===== src/rtl/cpu_pkg.sv =====
// Shared CPU definitions: writeback source encodings and mul/div sequencer states.
// Latency: n/a (types, constants and a pure helper function only).
// Backpressure: n/a.
package cpu_pkg;

  // Writeback source select encodings (shared with the bypass unit)
  localparam logic [2:0] DIN_PC8 = 3'b001;
  localparam logic [2:0] DIN_DM  = 3'b010;
  localparam logic [2:0] DIN_CP0 = 3'b011;
  localparam logic [2:0] DIN_HI  = 3'b100;
  localparam logic [2:0] DIN_LO  = 3'b101;
  localparam logic [2:0] DIN_ALU = 3'b110;

  // Mul/div sequencer states
  typedef enum logic [1:0] {
    IDLE = 2'd0,
    BUSY = 2'd1,
    DONE = 2'd2
  } md_state_t;

  // True when an ID source read targets a load result that is not yet
  // available from the stage holding destination rw. $0 never hazards.
  function automatic logic load_hit(input logic       rd,
                                    input logic [4:0] idx,
                                    input logic [4:0] rw,
                                    input logic [2:0] sel);
    return rd && (idx == rw) && (rw != 5'd0) && (sel == DIN_DM);
  endfunction

endpackage


===== src/rtl/md_seq_ctrl.sv =====
// Mul/div sequencer: IDLE -> BUSY (N cycles, counting down) -> DONE (1 cycle) -> IDLE.
// Latency: accept sampled at edge t gives md_done high in the cycle after edge t+N.
// Backpressure: none; runs independently of pipe freezes, aborted only by flush or reset.
module md_seq_ctrl
  import cpu_pkg::*;
#(
  parameter int MUL_CYCLES = 4,
  parameter int DIV_CYCLES = 32
) (
  input  logic       clk,
  input  logic       rst,
  input  logic       accept,
  input  logic       is_div,
  input  logic       flush_req,
  output logic       md_busy,
  output logic       md_done,
  output logic [5:0] md_cnt
);

  localparam logic [5:0] MUL_LOAD = 6'(MUL_CYCLES - 1);
  localparam logic [5:0] DIV_LOAD = 6'(DIV_CYCLES - 1);

  md_state_t state;

  // Sequencer state, remaining-cycle counter and registered status flags
  always_ff @(posedge clk or posedge rst) begin
    if (rst) begin
      state   <= IDLE;
      md_cnt  <= 6'd0;
      md_busy <= 1'b0;
      md_done <= 1'b0;
    end else begin
      case (state)
        IDLE: begin
          if (accept) begin
            state   <= BUSY;
            md_cnt  <= is_div ? DIV_LOAD : MUL_LOAD;
            md_busy <= 1'b1;
          end
        end
        BUSY: begin
          if (flush_req) begin
            // abort: no HI/LO write for a killed operation
            state   <= IDLE;
            md_cnt  <= 6'd0;
            md_busy <= 1'b0;
          end else if (md_cnt == 6'd0) begin
            state   <= DONE;
            md_done <= 1'b1;
          end else begin
            md_cnt <= md_cnt - 6'd1;
          end
        end
        DONE: begin
          state   <= IDLE;
          md_cnt  <= 6'd0;
          md_busy <= 1'b0;
          md_done <= 1'b0;
        end
        default: begin
          state   <= IDLE;
          md_cnt  <= 6'd0;
          md_busy <= 1'b0;
          md_done <= 1'b0;
        end
      endcase
    end
  end

endmodule


===== src/rtl/hazard_stall_ctrl.sv =====
// ID-stage interlock: load-use and HI/LO stalls, dmem freeze, flush override, mul/div sequencing.
// Latency: stall/bubble outputs are combinational from inputs and registered mul/div state.
// Backpressure: dmem_wait freezes the whole pipe; lu/hh hold IF/ID and inject an EX bubble.
module hazard_stall_ctrl
  import cpu_pkg::*;
#(
  parameter int MUL_CYCLES = 4,
  parameter int DIV_CYCLES = 32
) (
  input  logic       clk,
  input  logic       rst,
  input  logic       r1_r_id,
  input  logic       r2_r_id,
  input  logic [4:0] r1_id,
  input  logic [4:0] r2_id,
  input  logic       hilo_r_id,
  input  logic       md_start_id,
  input  logic [4:0] rw_ex,
  input  logic [2:0] din_sel_ex,
  input  logic [4:0] rw_mem,
  input  logic [2:0] din_sel_mem,
  input  logic       md_start_ex,
  input  logic       md_is_div_ex,
  input  logic       dmem_wait,
  input  logic       flush_req,
  output logic       stall_if,
  output logic       stall_id,
  output logic       bubble_ex,
  output logic       stall_ex,
  output logic       stall_mem,
  output logic       md_busy,
  output logic       md_done,
  output logic [5:0] md_cnt
);

  logic lu;
  logic hh;
  logic accept;

  // A load in EX or MEM whose result an ID source needs cannot be bypassed yet
  assign lu = load_hit(r1_r_id, r1_id, rw_ex,  din_sel_ex)
            | load_hit(r2_r_id, r2_id, rw_ex,  din_sel_ex)
            | load_hit(r1_r_id, r1_id, rw_mem, din_sel_mem)
            | load_hit(r2_r_id, r2_id, rw_mem, din_sel_mem);

  // HI/LO readers and new mul/div issues wait for the unit to go idle
  assign hh = (hilo_r_id | md_start_id) & md_busy;

  // A start frozen by dmem_wait or killed by a flush is not launched;
  // a start while busy is ignored.
  assign accept = md_start_ex & ~dmem_wait & ~flush_req & ~md_busy;

  md_seq_ctrl #(
    .MUL_CYCLES (MUL_CYCLES),
    .DIV_CYCLES (DIV_CYCLES)
  ) u_md_seq (
    .clk       (clk),
    .rst       (rst),
    .accept    (accept),
    .is_div    (md_is_div_ex),
    .flush_req (flush_req),
    .md_busy   (md_busy),
    .md_done   (md_done),
    .md_cnt    (md_cnt)
  );

  // Pipeline control priority: freeze > flush > interlock > run; held low in reset
  always_comb begin
    stall_if  = 1'b0;
    stall_id  = 1'b0;
    bubble_ex = 1'b0;
    stall_ex  = 1'b0;
    stall_mem = 1'b0;
    if (rst) begin
      stall_if = 1'b0;
    end else if (dmem_wait) begin
      stall_if  = 1'b1;
      stall_id  = 1'b1;
      stall_ex  = 1'b1;
      stall_mem = 1'b1;
    end else if (flush_req) begin
      // instructions being killed must not hold the pipe
      stall_if = 1'b0;
    end else if (lu | hh) begin
      stall_if  = 1'b1;
      stall_id  = 1'b1;
      bubble_ex = 1'b1;
    end
  end

endmodule


===== config.mk =====
export PLATFORM = sky130hd
export DESIGN_NAME = hazard_stall_ctrl
export DESIGN_NICKNAME = d
export VERILOG_FILES = /design/src/rtl/cpu_pkg.sv /design/src/rtl/md_seq_ctrl.sv /design/src/rtl/hazard_stall_ctrl.sv
export SDC_FILE = /design/constraint.sdc
export NUM_CORES = 1
export LEC_CHECK = 0
export CAP_MARGIN = 40
export CORE_ASPECT_RATIO = 1.25
export CORE_UTILIZATION = 39
export DETAILED_ROUTE_END_ITERATION = 7
export PLACE_DENSITY_LB_ADDON = 0.08
export SYNTH_ARGS = -nofsm -noshare
export SYNTH_HDL_FRONTEND = slang
export SYNTH_HIERARCHICAL = 1
export SYNTH_SLANG_ARGS = --single-unit

===== constraint.sdc =====
create_clock -name clk -period 2 [get_ports clk]
set_clock_uncertainty 0.2 [all_clocks]
set_input_delay 0.2 -clock clk [delete_from_list [all_inputs] [get_ports clk]]
set_output_delay 0.2 -clock clk [all_outputs]
set_load 0.05 [all_outputs]

==> results of run 1 <==
synthesized netlist by cell type:
cell type,instances,area [sq um]
a21o_1,1,7.51
o22ai_1,5,31.3
nor4_2,1,12.5
or3_1,1,6.26
nor3_1,2,10.0
o21a_1,1,7.51
nor4_1,1,6.26
buf_4,2,15.0
o41ai_1,1,8.76
nand2_1,9,33.8
a21oi_2,1,8.76
or3b_1,1,8.76
o21ai_0,4,20.0
nor4b_2,1,15.0
o211ai_1,1,7.51
a21oi_1,7,35.0
a31oi_1,2,12.5
nor4b_1,2,17.5
a2111oi_2,1,15.0
or4_1,2,15.0
nand4_1,4,25.0
buf_6,1,11.3
dfrtp_1,10,250
nor2_1,10,37.5
a22o_1,1,8.76
nor3b_1,1,7.51
nor2b_1,1,6.26
o22a_1,2,17.5
nor3b_2,1,12.5
ha_1,2,25.0
buf_2,1,5.00
inv_1,8,30.0
xnor2_1,20,175
o31a_1,1,8.76
o41ai_2,1,16.3
metrics by stage:
stage / setup TNS, ns / worst slack [ns] / std cells / util, % / instance area, sq um
after floorplan: -0.0871 / -0.0871 / 110 / - / 966
after global placement: -1.20 / -0.410 / 193 / 68.2 / 1520
after detailed placement: -1.25 / -0.453 / 193 / 68.2 / 1520
after CTS: 0 / 0.00145 / 197 / 70.8 / 1580
after global routing: -0.159 / -0.128 / 197 / 73.0 / 1630
final: -0.0361 / -0.0361 / 197 / 73.0 / 1630
cell type report:
type	instances	area share [%]
clock buffers	4	1.61
inverters	8	1.84
multi-input cells	88	47.1
flip-flops and latches	10	15.4
well taps	31	2.38
repair buffers	56	31.6
cells by family (layout without fill, tap and decap cells):
group / Yosys count / after routing / share of synthesized area (%)
DFF: 10 / 10 / 26.9
and+or+nand+nor: 37 / 37 / 23.0
AOI/OAI and AO/OA: 29 / 29 / 22.0
buffers and inverters: 12 / 68 / 6.59
adders and majority gates: 2 / 2 / 2.69
xor gates and xnor gates: 20 / 20 / 18.8
cell usage in the layout, fill, tap and decap left out, types with 3 or more instances in the layout:
cell type,netlist,routed
buf_4,2,14
buf_2,1,12
xnor2_1,20,11
xnor2_2,0,9
nand2_1,9,9
nor2_1,10,9
clkdlybuf4s50_1,0,9
dfrtp_1,10,9
inv_1,8,8
buf_6,1,7
a21oi_1,7,6
dlygate4sd2_1,0,5
nand4_1,4,4
o21ai_0,4,4
clkbuf_4,0,3
dlymetal6s2s_1,0,3
o22ai_1,5,3
metal layers:
layer	up-vias	routed length [um]	track usage (%)	share of wire, %
li1	513	-	-	-
met3	9	198	2.57	6.4
met1	490	1160	26.1	37
met2	52	1650	43.9	53
met4	0	86	13.4	2.8
met5	-	0	0	0
flip-flops by register name, summed over array words and instances (netlist names):
signal	flops
u_md_seq/md_done	1
u_md_seq/state	2
u_md_seq/md_busy	1
u_md_seq/md_cnt	6
report_power, final:
part / internal, mW / switching, mW
logic: 0.366 / 0.562
clock network: 0.0774 / 0.0743
registers: 0.278 / 0.110
total: 0.722 / 0.746
worst min path at each step:
| stage | start | end | slack [ns] | cells after the start |
|---|---|---|---|---|
| floorplan | rst | u_md_seq/md_cnt[0] | -0.16 | 1 |
| global placement | u_md_seq/md_done | u_md_seq/md_done | 0.33 | 2 |
| detailed placement | u_md_seq/md_busy | u_md_seq/md_busy | 0.34 | 2 |
| CTS | rst | u_md_seq/state[0] | 0.16 | 2 |
| global route | rst | u_md_seq/state[0] | 0.22 | 2 |
| finish | rst | u_md_seq/state[0] | 0.15 | 2 |
what timing repair did:
item | CTS | global route
setup endpoints to repair | 3 | 3
pin swaps | 25 | 22
resized for setup | 100 | 25
setup buffers | 1 | 0
==> impl_metrics.ini, run 1 <==
[status]
status = finished, violations left
violations = setup timing

[global_routing]
overflow = 0
grt_pass1_vias = 1094
grt_max_degree = 11
grt_pass1_wl_um = 4620
grt_usage_pct = 24.4
antenna_found_initial = 0

[clocking]
hold_buffers = 0
h-tree-depth = 1
clockBufferDepth = 2
cts_tree = yes
cts_made_buffers = 3
path_clk_slew_ns = 0.07
clockRootBuffer = clkbuf_4
cts_sinks = 10
insertion_delay_ns = 0.27

[detailed_routing]
wirelength_um = 3090
vias = 1064
drt-pass1-iter-count = 4
final_antenna_net_count = 0
viasPerCell = 5.40
route.detailed.drc = 0
wl_per_cell_um = 15.7
drt-initial-drc-count = 26

[worst_setup_path]
cpMaxStageDelayCell = a2111oi_4
r2r_cells = 6
r2r_start = u_md_seq/md_cnt[0]
worst-path-buf-inv = 3
worstSetupStartpoint = rw_ex[1]
critPathTopFamily = compound AO/OA/AOI/OAI gates
cp.required_ns = 1.60
r2r_setup_slack_ns = 0.19
end_kind = output pin
crit_fanout = 3
r2r_end = u_md_seq/md_cnt[1]
endpoint = bubble_ex
cpPeakStageDelay_ns = 0.38
crit_chain = buf_8 -> xnor2_2 -> nand4_1 -> o22ai_2 -> o211ai_1 -> buf_4 -> a2111oi_4 -> clkbuf_16
worst-path-stages = 8
start_kind = primary input
cp_data_arrival_time_ns = 1.64
crit_type = primary input to output pin

[layout]
multi_input_area_sq_um = 768
num-fill-cells = 174
final_nets = 205
drive_above_1_share_pct = 40.4
antenna-diode-count = 0
area_growth_pct = 75.1
regArea_sq_um = 251

[sta]
slew_headroom_pct = 66.2
slew_violations = 0
rsz0062_at_grt = true
hold_viol_final = 0
worstMarginPinSlew_ns = 0.506
min_period_over_period_pct = 102
fin_crit_ns = 2.04
setup_viol = 1
worst_hold_slack_ns = 0.151
fmax_mhz = 491
fin_ws_ns = -0.0361

[die]
die_area_sq_um = 2590
io_pins = 49
coreArea_sq_um = 2230
die_x_um = 45.7
row_count = 19
initial_core_util_pct = 41.7
dieHeight_um = 56.6

[job]
cap_violations = 0

[yosys]
avgSynthCellArea_sq_um = 8.46
ys_types = 35
synth.yosys.seq_area_share_pct = 26.9
netlist_area_sq_um = 931
netlist_instances = 110
synth_seq_cells = 10
syn_nets = 148
ys.warnings.count = 6

[pwr]
p_total_mw = 1.47
p_leak_nw = 0.718
ir_drop_uv = 780
p_per_area_nw_per_um2 = 900

[placement]
hpwl_um = 2270
gp_congestion = 0.893
portBuffers = 48

[hold_path]
worstHoldPathType = primary input to async pin
(Power assumes the default switching activity.)
==> inputs of run 2 (changes only) <==
--- a/config.mk
+++ b/config.mk
@@ -8,8 +8,10 @@
 export CAP_MARGIN = 40
 export CORE_ASPECT_RATIO = 1.25
 export CORE_UTILIZATION = 39
+export CTS_CLUSTER_DIAMETER = 120
 export DETAILED_ROUTE_END_ITERATION = 7
 export PLACE_DENSITY_LB_ADDON = 0.08
+export SKIP_CTS_REPAIR_TIMING = 1
 export SYNTH_ARGS = -nofsm -noshare
 export SYNTH_HDL_FRONTEND = slang
 export SYNTH_HIERARCHICAL = 1
==> run 2 against run 1 <==
Highest routed layer unchanged. The run still ends with setup timing left. Via count is 4.3% higher. Register-to-register slack is essentially flat. Critical path depth is 1 lower. Largest power group unchanged. Core utilization rose by 3.1 points. Sequential power barely moved. Count of clock-buffer cells in the layout stayed put. Critical endpoint unchanged. Final cell count down 0.51%. Die area did not move. Power rose by 1.7%. Fmax decreased by 2.5%. Worst setup slack worse by 0.051 ns. Combinational power up 2.7%.
==> impl_metrics.ini, run 2 (synthesis gave the netlist of run 1 again) <==
[pwr]
pwr-share-clk_pct = 10.1
p_seq_share_pct = 26.0
p_per_area_nw_per_um2 = 878
combPwrFrac_pct = 63.8
p_total_mw = 1.49
p_leak_nw = 0.773
p_switching_uw = 756
power.internal_uw = 737
switching_share_pct = 50.6
ir_drop_uv = 785

[placement]
gp_congestion = 0.893
placed_area_sq_um = 1520
hpwl_um = 2270
placed_cells = 193
portBuffers = 48

[die]
die_area_sq_um = 2590
die_x_um = 45.7
dieHeight_um = 56.6
row_count = 19
initial_core_util_pct = 41.7
io_pins = 49
coreArea_sq_um = 2230

[worst_setup_path]
crit_type = primary input to output pin
end_kind = output pin
crit_fanout = 2
cp_data_arrival_time_ns = 1.69
cpPeakStageDelay_ns = 0.39
crit_chain = buf_4 -> xnor2_2 -> nand4_1 -> o22ai_2 -> o211ai_1 -> a2111oi_4 -> clkbuf_16
critPathTopFamily = compound AO/OA/AOI/OAI gates
start_kind = primary input
cp.required_ns = 1.60
cpMaxStageDelayCell = a2111oi_4
worst-path-buf-inv = 2

[layout]
regArea_sq_um = 251
final_nets = 204
multi_input_area_sq_um = 805
antenna-diode-count = 0
final_core_utilization_pct = 76.1
num-fill-cells = 165
final_cell_mix = buf_4 (15), xnor2_1 (10)
fin_area_sq_um = 1700
final_common_cell = buf_4
drive_above_1_share_pct = 41.2
largest_reg_flops = 6
top_regs = u_md_seq/md_cnt (6), u_md_seq/state (2)
top_register = u_md_seq/md_cnt
instances_no_fill = 196
area_growth_pct = 82.7

[clocking]
h-tree-depth = 1
path_clk_slew_ns = 0.07
clockRootBuffer = clkbuf_4
cts_tree = yes
clockBufferDepth = 2
cts_sinks = 10
insertion_delay_ns = 0.27
cts_made_buffers = 3

[global_routing]
grt_pass1_vias = 1047
grt_usage_pct = 22.7
grt_max_degree = 11
overflow = 0
antenna_found_initial = 0
grt_pass1_wl_um = 4330

[sta]
setup_viol = 3
fin_crit_ns = 2.09
min_period_over_period_pct = 104
fmax_mhz = 479
worstMarginPinSlew_ns = 0.506
rsz0062_at_grt = true
fin_ws_ns = -0.0874
slew_headroom_pct = 66.2
fin_setup_tns_ns = -0.0956
slew_violations = 0
hold_viol_final = 0

[status]
violations = setup timing
status = finished, violations left

[detailed_routing]
drt-initial-drc-count = 38
route.detailed.drc = 0
wirelength_um = 3270
drt-pass1-iter-count = 4
viasPerCell = 5.66
vias = 1110
wl_per_cell_um = 16.7
final_antenna_net_count = 0

[hold_path]
worstHoldPathType = primary input to async pin

[job]
cap_violations = 0
## run 2: cell count changes in the layout (fill, tap and decap cells not counted), moves of 2 or more
cell	previous run	this run
buf_6	7	9
buf_2	12	1
clkbuf_2	1	8
xnor2_4	0	2
dlygate4sd2_1	5	0
dlymetal6s2s_1	3	8
## run 2: worst register-to-register path, stage by stage, from the launching register on
cell and delay [ns]:
dfrtp_1 0.43, inv_1 0.10, ha_1 0.17, nor4b_2 0.34, nand2_1 0.18, a21oi_1 0.19
o22a_1 0.15
## run 2: power by group through the flow
stage / clock network (mW) / registers (mW) / logic, mW
after CTS: 0.158 / 0.389 / 0.916
final: 0.151 / 0.389 / 0.953
after global routing: 0.163 / 0.402 / 1.01
after floorplan: 0 / 0.603 / 0.376
after global placement: 0 / 0.387 / 0.903
after detailed placement: 0 / 0.390 / 0.911
## run 2: metal layers
metal  GRT usage, %  up-vias  part of all wire (%)
met5              0        -                     0
met3           1.93       15                   7.7
met4           13.4        0                   3.1
met2           39.6       71                    52
met1           25.4      515                    37
li1               -      509                     -
## run 2: layout make-up
class	instances	share of cell area, %
sequential	10	14.8
multi-input combinational	88	47.3
clock buffer	4	1.55
timing repair buffer	55	32.3
tap	31	2.28
inverter	8	1.77
## run 2: final timing paths
kind,from,to,slack (ns),depth (start not counted)
worst max-delay path,r1_id[1],bubble_ex,-0.09,7
worst min-delay path,rst,u_md_seq/state[0],0.15,2
worst max register to register,u_md_seq/md_cnt[0],u_md_seq/md_cnt[1],0.18,6
worst min register to register,u_md_seq/md_busy,u_md_seq/md_busy,0.35,2
max in group asynchronous,rst,u_md_seq/md_busy,1.14,2
min in group clk,md_is_div_ex,u_md_seq/md_cnt[2],0.35,3
## run 2: per-stage QoR
| step | setup slack, ns | hold WS, ns |
|---|---|---|
| 2_1_floorplan | -0.0871 | -0.160 |
| 3_3_place_gp | -0.410 | 0.326 |
| 3_5_place_dp | -0.453 | 0.344 |
| 4_1_cts | -0.457 | 0.161 |
| 5_1_grt | -0.210 | 0.208 |
| 6_report | -0.0874 | 0.151 |
==> inputs of run 3 (changes only) <==
--- a/config.mk
+++ b/config.mk
@@ -10,6 +10,7 @@
 export CORE_UTILIZATION = 39
 export CTS_CLUSTER_DIAMETER = 120
 export DETAILED_ROUTE_END_ITERATION = 7
+export GPL_ROUTABILITY_DRIVEN = 0
 export PLACE_DENSITY_LB_ADDON = 0.08
 export SKIP_CTS_REPAIR_TIMING = 1
 export SYNTH_ARGS = -nofsm -noshare
==> results of run 3 <==
No change in the layout: final DEF, timing and power equal those of run 2.
